## config.mk

```make
export PLATFORM = sky130hd
export DESIGN_NAME = ds_ser_o
export DESIGN_NICKNAME = d
export VERILOG_FILES = /design/src/rtl/ds_pkg.sv /design/src/rtl/ds_obuf.sv /design/src/rtl/ds_obufds_cell.sv /design/src/rtl/ds_ser_o.sv
export SDC_FILE = /design/constraint.sdc
export NUM_CORES = 1
export LEC_CHECK = 0
export BUFFER_PORTS_ARGS = -buffer_cell sky130_fd_sc_hd__buf_4
export CORE_MARGIN = 1
export CORE_UTILIZATION = 49
export DETAILED_ROUTE_END_ITERATION = 16
export PLACE_DENSITY = 0.73
export SETUP_SLACK_MARGIN = 0.3
export SLEW_MARGIN = 10
export SYNTH_ARGS = -nofsm -noshare
export SYNTH_HDL_FRONTEND = slang
export SYNTH_SLANG_ARGS = --single-unit
```

## constraint.sdc

```tcl
create_clock -name clk_i -period 2.6 [get_ports clk_i]
set_input_delay 0.78 -clock clk_i [delete_from_list [all_inputs] [get_ports clk_i]]
set_output_delay 0.78 -clock clk_i [all_outputs]
set_load 0.02 [all_outputs]
```

## src/rtl/ds_pkg.sv

```systemverilog
// Shared encodings for the differential serialiser: line modes, FSM states
// and the PRBS7 generator.
package ds_pkg;

    typedef enum logic [1:0] {
        MODE_DATA = 2'b00,
        MODE_PRBS = 2'b01,
        MODE_CLK  = 2'b10,
        MODE_IDLE = 2'b11
    } ds_mode_e;

    typedef enum logic [1:0] {
        StIdle = 2'b00,
        StData = 2'b01,
        StTest = 2'b10
    } ds_state_e;

    localparam logic [6:0] PrbsSeed = 7'h7F;

    // x^7 + x^6 + 1, shifting towards the msb which is the output bit
    function automatic logic [6:0] prbs7_next(input logic [6:0] s);
        return {s[5:0], s[6] ^ s[5]};
    endfunction

endpackage

```

## src/rtl/ds_obuf.sv

```systemverilog
// Bank of differential output buffers, one per lane, driving the pins directly.
module ds_obuf #(
    parameter int unsigned D_W = 4
) (
    input  logic [D_W-1:0] din,
    output logic [D_W-1:0] pad_p,
    output logic [D_W-1:0] pad_n
);

    for (genvar k = 0; k < D_W; k++) begin : g_lane
        ds_obufds_cell u_cell (
            .i  (din[k]),
            .o  (pad_p[k]),
            .ob (pad_n[k])
        );
    end

endmodule

```

## src/rtl/ds_obufds_cell.sv

```systemverilog
// Behavioural model of the vendor differential output buffer primitive.
// Replaced by the technology cell of the same port shape in implementation.
module ds_obufds_cell (
    input  logic i,
    output logic o,
    output logic ob
);

    assign o  = i;
    assign ob = ~i;

endmodule

```

## src/rtl/ds_ser_o.sv

```systemverilog
// Multi-lane LSB-first serialiser with PRBS7 / clock test patterns, per-lane
// polarity inversion and a registered bit feeding the differential buffers.
module ds_ser_o
    import ds_pkg::*;
#(
    parameter int unsigned D_W      = 4,
    parameter int unsigned SER_W    = 10,
    parameter logic        IDLE_BIT = 1'b0
) (
    input  logic                 clk_i,
    input  logic                 rst_i,
    input  logic [D_W*SER_W-1:0] dat_i,
    input  logic                 vld_i,
    output logic                 rdy_o,
    input  logic [1:0]           mode_i,
    input  logic [D_W-1:0]       inv_i,
    output logic                 urun_o,
    output logic [D_W-1:0]       dat_p_o,
    output logic [D_W-1:0]       dat_n_o
);

    localparam int unsigned      CntW    = $clog2(SER_W);
    localparam logic [CntW-1:0]  CntMax  = CntW'(SER_W - 1);
    localparam logic [CntW-1:0]  CntHalf = CntW'(SER_W / 2);

    ds_state_e              state_q, state_d;
    ds_mode_e               mode_q, mode_new;
    logic [CntW-1:0]        cnt_q, cnt_d;
    logic [D_W*SER_W-1:0]   shreg_q, shreg_d, shreg_src;
    logic [6:0]             lfsr_q, lfsr_d;
    logic [D_W-1:0]         out_q, out_d, serial;
    logic                   urun_q, urun_d;
    logic                   last, sample_en, xfer, test_mode, data_act, pat;

    assign last      = (cnt_q == CntMax);
    // Mode is only picked up between frames, so a frame always finishes in its own mode
    assign sample_en = (state_q == StIdle) || last;
    assign mode_new  = sample_en ? ds_mode_e'(mode_i) : mode_q;
    assign test_mode = (mode_new == MODE_PRBS) || (mode_new == MODE_CLK);
    assign xfer      = vld_i & rdy_o;

    // FSM state register
    always_ff @(posedge clk_i) begin
        if (rst_i) begin
            state_q <= StIdle;
        end else begin
            state_q <= state_d;
        end
    end

    // FSM next-state logic
    always_comb begin
        state_d = state_q;
        unique case (state_q)
            StIdle: begin
                if (xfer) begin
                    state_d = StData;
                end else if (test_mode) begin
                    state_d = StTest;
                end
            end
            StData: begin
                if (last && !xfer) begin
                    state_d = StIdle;
                end
            end
            StTest: begin
                if (last && !test_mode) begin
                    state_d = StIdle;
                end
            end
            default: state_d = StIdle;
        endcase
    end

    // FSM outputs: ready window and underrun detection
    always_comb begin
        rdy_o  = 1'b0;
        urun_d = 1'b0;
        if (!rst_i && mode_new == MODE_DATA) begin
            rdy_o = (state_q == StIdle) || (state_q == StData && last);
        end
        // A deliberate switch away from data mode at frame end is not an underrun
        if (state_q == StData && last && !vld_i && mode_new == MODE_DATA) begin
            urun_d = 1'b1;
        end
    end

    // Datapath next state: shifter, bit counter, LFSR and serial bit select
    always_comb begin
        shreg_src = xfer ? dat_i : shreg_q;
        shreg_d   = shreg_q;
        serial    = {D_W{IDLE_BIT}};
        cnt_d     = (state_q == StIdle || last) ? '0 : cnt_q + 1'b1;
        lfsr_d    = lfsr_q;
        pat       = IDLE_BIT;

        if (state_q == StTest && mode_q == MODE_PRBS) begin
            lfsr_d = prbs7_next(lfsr_q);
        end

        case (mode_q)
            MODE_PRBS: pat = lfsr_q[6];
            MODE_CLK:  pat = (cnt_q < CntHalf);
            default:   pat = IDLE_BIT;
        endcase

        // bit0 of an accepted word goes out in the transfer cycle itself, which
        // gives one-cycle latency and a gapless reload at bit_cnt == SER_W-1
        data_act = xfer || (state_q == StData && !last);

        for (int k = 0; k < D_W; k++) begin
            if (xfer || state_q == StData) begin
                shreg_d[k*SER_W +: SER_W] = {1'b0, shreg_src[k*SER_W+1 +: SER_W-1]};
            end
            if (state_q == StTest) begin
                serial[k] = pat;
            end else if (data_act) begin
                serial[k] = shreg_src[k*SER_W];
            end else begin
                serial[k] = IDLE_BIT;
            end
        end

        out_d = serial ^ inv_i;
    end

    // Datapath registers
    always_ff @(posedge clk_i) begin
        if (rst_i) begin
            cnt_q   <= '0;
            shreg_q <= '0;
            mode_q  <= MODE_DATA;
            lfsr_q  <= PrbsSeed;
            urun_q  <= 1'b0;
            out_q   <= {D_W{IDLE_BIT}} ^ inv_i;
        end else begin
            cnt_q   <= cnt_d;
            shreg_q <= shreg_d;
            mode_q  <= mode_new;
            lfsr_q  <= lfsr_d;
            urun_q  <= urun_d;
            out_q   <= out_d;
        end
    end

    assign urun_o = urun_q;

    ds_obuf #(
        .D_W (D_W)
    ) u_obuf (
        .din   (out_q),
        .pad_p (dat_p_o),
        .pad_n (dat_n_o)
    );

endmodule

```

Yosys cells after proc, flatten, opt, wreduce, memory -nomap -nowiden:

Index checks and enable logic that the tools add are counted.

* register bits after elaboration: 56
* output and inout port bits: 10
* word-level logic and storage cells: 67
* bits in latches: 0
* bits in read-only memories: 0
* bits of input ports: 49
* memories: 0
* bits in writable memories: 0

* div/mod/pow operators: 0
* multipliers: 0
* equal/unequal tests: 10
* bitwise operators: 7
* reductions and logical operators: 22
* shift-type cells: 0
* muxes and demuxes: 19
* $add $sub $neg: 1
* magnitude comparators: 1

Operator list (count)
* 40-bit 2-to-1 mux: 1
* 1-bit 2-to-1 mux: 10
* 2-bit 2-to-1 mux: 5
* 1-bit logical AND: 8
* 2-bit by 1-bit == test with 1-bit output (second input constant): 3
* 2-bit == test (second input constant): 3
* 2-bit case mux with 3 select lines: 1
* 1-bit logical NOT: 5
* 1-bit logical OR: 5
* 4-bit by 1-bit adder with 4-bit output (second input constant): 1
* 4-bit == test (second input constant): 1
* 2-bit logical NOT: 2
* 4-bit by 3-bit < comparator with 1-bit output (second input constant): 1
* 4-bit 2-to-1 mux: 1
* 2-bit inequality test (second input constant): 2
* 1-bit inverter: 4
* 4-bit XOR: 1
* 3-bit inequality test (second input constant): 1
* 3-bit AND reduction: 1
* 1-bit case mux with 2 select lines: 1
* 2-bit OR reduction: 1
* 1-bit bitwise AND: 1
* 1-bit XOR: 1

Logic depth before layout (Yosys ltp):

* depth in word-level cells: 12
* gate-level depth with buffers: 12

Cells and area by module:

From an unflattened synthesis, not the netlist that was laid out.

* cell total of the unflattened synthesis: 325
* area total of the unflattened synthesis: 2854.0 sq um

Modules (own cells, without submodules)
* ds_ser_o: times used 1, area each 2808.9 sq um, cells each 317
* ds_obufds_cell: times used 4, area each 11.3 sq um, cells each 2

Worst setup path before layout:

No wires, ideal clock.

* kind: register to output
* start point: register cnt_q[1]
* end point: output rdy_o
* cell stages (with the launch flop): 10
* arrival: 2178 ps
* path slack: -358 ps
* buffers on the path: 1
* path through: dfxtp_1 -> inv_1 -> ha_1 -> and3b_1 -> buf_6 -> nor2_1 -> mux2i_1 -> ha_1 -> nand2b_1 -> a211oi_1

* longest elaborated chain between the ends: 6

Ends and longest elaborated chain
* start: declaration: line ds_ser_o.sv:28 `logic [CntW-1:0] cnt_q, cnt_d;`
* start signal: assignment: line ds_ser_o.sv:138 `cnt_q <= cnt_d;`
* 4-bit == test *: line ds_ser_o.sv:35 `assign last = (cnt_q == CntMax);`
* 1-bit logical OR: line ds_ser_o.sv:37 `assign sample_en = (state_q == StIdle) || last;`
* 2-bit 2-to-1 mux: line ds_ser_o.sv:38 `assign mode_new = sample_en ? ds_mode_e'(mode_i) : mode_q;`
* 2-bit logical NOT: line ds_ser_o.sv:80 `if (!rst_i && mode_new == MODE_DATA) begin`
* 1-bit logical AND: line ds_ser_o.sv:80
* 1-bit 2-to-1 mux *: line ds_ser_o.sv:80
* end: declaration: line ds_ser_o.sv:14 `output logic rdy_o,`

Mark *: on every way between the ends. The rest lies on a longest branch, timed or not.

Final worst setup path:

Same ends and word-level chain as after synthesis.

==> summary.txt <==
Synth
  – Cell area after synthesis: 0.00288 mm^2
  – Net count of the mapped netlist: 384
  – Mean Syn Cell Area: 8.77 um^2
  – Yosys warns: 0
  – Top post-synthesis cells by area: dfxtp_1 (39%), a311oi_2 (10%), nand2_1 (9.6%)
  – Synth area leader: dfxtp_1
  – Post-synth top area share: 0.389
  – Synthesis-stage register bit count: 56
  – Yosys cell types: 40
  – Sequential element share of the synthesized area: 0.389
  – Synthesized netlist cell count: 329

Min path
  – Hold/Removal Path Class: reg -> reg

Pwr
  – P_leak: 1.55 nW
  – Final Power: 2.32 mW
  – Worst VDD drop: 0.393 mV
  – PD cells: ~550 mW/mm^2

Routing
  – Total wire length: 8950 um
  – DR vias/cell: around 6.0
  – Routed wire length per instance: 19.0 um
  – Vias: 2800
  – DR DRC count: 0
  – DRT iter0 DRCs: 241
  – DRT Pass-1 Iters: 5
  – Antenna viol nets, final: 0

Status
  – Failing checks: setup timing
  – Status: finished with violations

STA
  – Final hold viol count: 0
  – Worst hold slack: roughly 0.46 ns
  – Max Fclk: about 350 MHz
  – Final Cycle Share: 1.11
  – RSZ-0062 raised after global routing: yes
  – Finish-stage setup viols: 4
  – Minimum clock period: 2.87 ns
  – Slew margin rel.: 0.616
  – Clk_skew: 0.0105 ns
  – Final WS setup: -0.275 ns
  – Least-Margin Pin Slew: roughly 0.58 ns
  – Final Max Tran Viols: 0

Floorplanning
  – Initial core utilization: 0.517
  – Die height: between 70 and 80 um
  – Die Width: 78.7 um
  – Cell Rows: 27
  – Die area: between 0.006 and 0.007 mm^2
  – Io pins: 59
  – Area of the core: 0.00557 mm^2

Clock network
  – Max H-tree Level: 2
  – Clock Sinks: 56
  – Num CTS Buffers: 5
  – CTS tree: done
  – Worst skew pair latency: 0.32 ns
  – Root Driver: clkbuf_8
  – CTS clk-pin slew, worst paths: 0.09 ns
  – Max clock buf depth: 2
  – Post-CTS Hold Fix Bufs: 0

Setup path
  – CP Capture Type: output port
  – Worst EP arrival: approximately 2.1 ns
  – WS Path Type: reg -> out
  – CP Launch Type: register
  – CP required: about 1.8 ns
  – Max FO, Critical Path: 2

Placed design
  – DP HPWL: 4190 um
  – Placed insts: 436
  – Setup slack at placement: around 0.015 ns
  – RePlAce Congestion: 0.800
  – Number of port buffers: 58

Global route
  – M3 GR Usage: 0.0667
  – First-pass GRT wire length: between 10000 and 15000 um
  – GR peak layer: met2
  – Number of global-route vias before repair: 2754
  – Antenna violations before repair: 0
  – Largest net degree at the start of global routing: 37
  – Total GRT Usage: 0.293
  – Gr ovfl total: 0
  – GR Util met2: 0.477
  – Met1 Resource Use GR: 0.370

Cells and area
  – Area Overhead vs Synth: 45.3%
  – Most frequent cells in the layout: nand2_1 (74), buf_4 (68), dfxtp_1 (54), a311oi_2 (31), nor2_4 (19)
  – Number of diodes: 0
  – Final net count: 452
  – Finished Layout Cells: 470
  – Fillers: 405
  – Commonest non-fill, non-tap cell in the layout: nand2_1
  – Layout cells sized above 1: 0.475
  – Fin util: 0.752

Job
  – Max Cap Viol: 0
## flip-flops by register name, indices dropped and copies added (netlist names)
name,cells
shreg_q,36
lfsr_q,7
cnt_q,4
out_q,4
mode_q,2
state_q,2
urun_o,1
## report_power, final
group          switching [mW]  internal (mW)
combinational           0.406          0.403
sequential             0.0563          0.944
clock                   0.293          0.219
## per-layer routing
layer	part of all wire	vias up
met5	0	-
met4	0.027	0
met3	0.068	25
met2	0.49	137
met1	0.42	1342
li1	-	1296
## worst paths after layout
check | cells after the start | endpoint | from | slack [ns]
worst min register to register | 1 | lfsr_q[0] | lfsr_q[0] | 0.46
worst max register to register | 11 | out_q[3] | cnt_q[1] | -0.04
worst min-delay path | 1 | lfsr_q[0] | lfsr_q[0] | 0.46
worst max-delay path | 9 | rdy_o | cnt_q[1] | -0.27
## per-stage QoR
stage	instance area (um^2)	TNS [ns]
2_1_floorplan	2940	0
3_3_place_gp	3340	0
3_5_place_dp	3340	0
4_1_cts	4030	-0.268
5_1_grt	4190	-2.69
6_report	4190	-0.321
## kinds of logic (layout without fill, tap and decap cells)
logic type,count (synthesis),after routing,share of synthesized area
simple gates,148,148,0.229
compound gates,71,72,0.258
flops,56,56,0.389
buf+inv,43,111,0.0820
fa+ha+maj,6,6,0.0260
xor+xnor,3,3,0.00911
mux,2,2,0.00694
## worst max-delay path: stages, from the launching register on
cell      delay [ns]
dfxtp_2         0.34
inv_2           0.05
ha_4            0.14
and3b_2         0.21
nor2_4          0.12
mux2i_2         0.27
ha_2            0.24
nand2b_4        0.07
a211oi_4        0.18
buf_6           0.15
## cell usage after synthesis
cell	count
and3_1	6
ha_1	6
o21a_2	1
or2b_1	1
inv_1	10
or2_1	1
inv_2	1
nand4bb_1	1
nor2b_1	1
nand3b_1	1
o21ai_4	1
a21oi_1	5
and2b_1	1
dfxtp_1	56
nand2b_1	3
and3b_1	5
xnor2_1	3
mux2i_1	2
nor2_1	42
a2bb2oi_1	4
o21ai_0	1
a21oi_2	1
clkbuf_1	10
or3_1	1
a211oi_1	6
or2_2	4
buf_4	9
nand2_1	74
a311oi_1	12
buf_2	9
a311oi_2	20
nand3_1	5
a211o_1	7
nor4_1	1
a32oi_1	1
buf_6	4
o32ai_2	4
and4bb_4	1
o211ai_1	4
o31ai_1	4
## area by class of cell
class	instances	area (um^2)	share of cell area
clock buffers	8	90.1	0.0215
inverters	11	41.3	0.00985
flip-flops and latches	56	1120	0.268
repair buffers	92	995	0.237
well taps	72	90.1	0.0215
multi-input cells	231	1850	0.442
## repair_timing
action / in CTS / in global routing
pin swaps: 4 / 2
setup endpoints to repair: 41 / 42
setup buffers: 8 / 6
gates resized for setup: 60 / 26
gates cloned: 12 / 0
(Power assumes the default switching activity.)
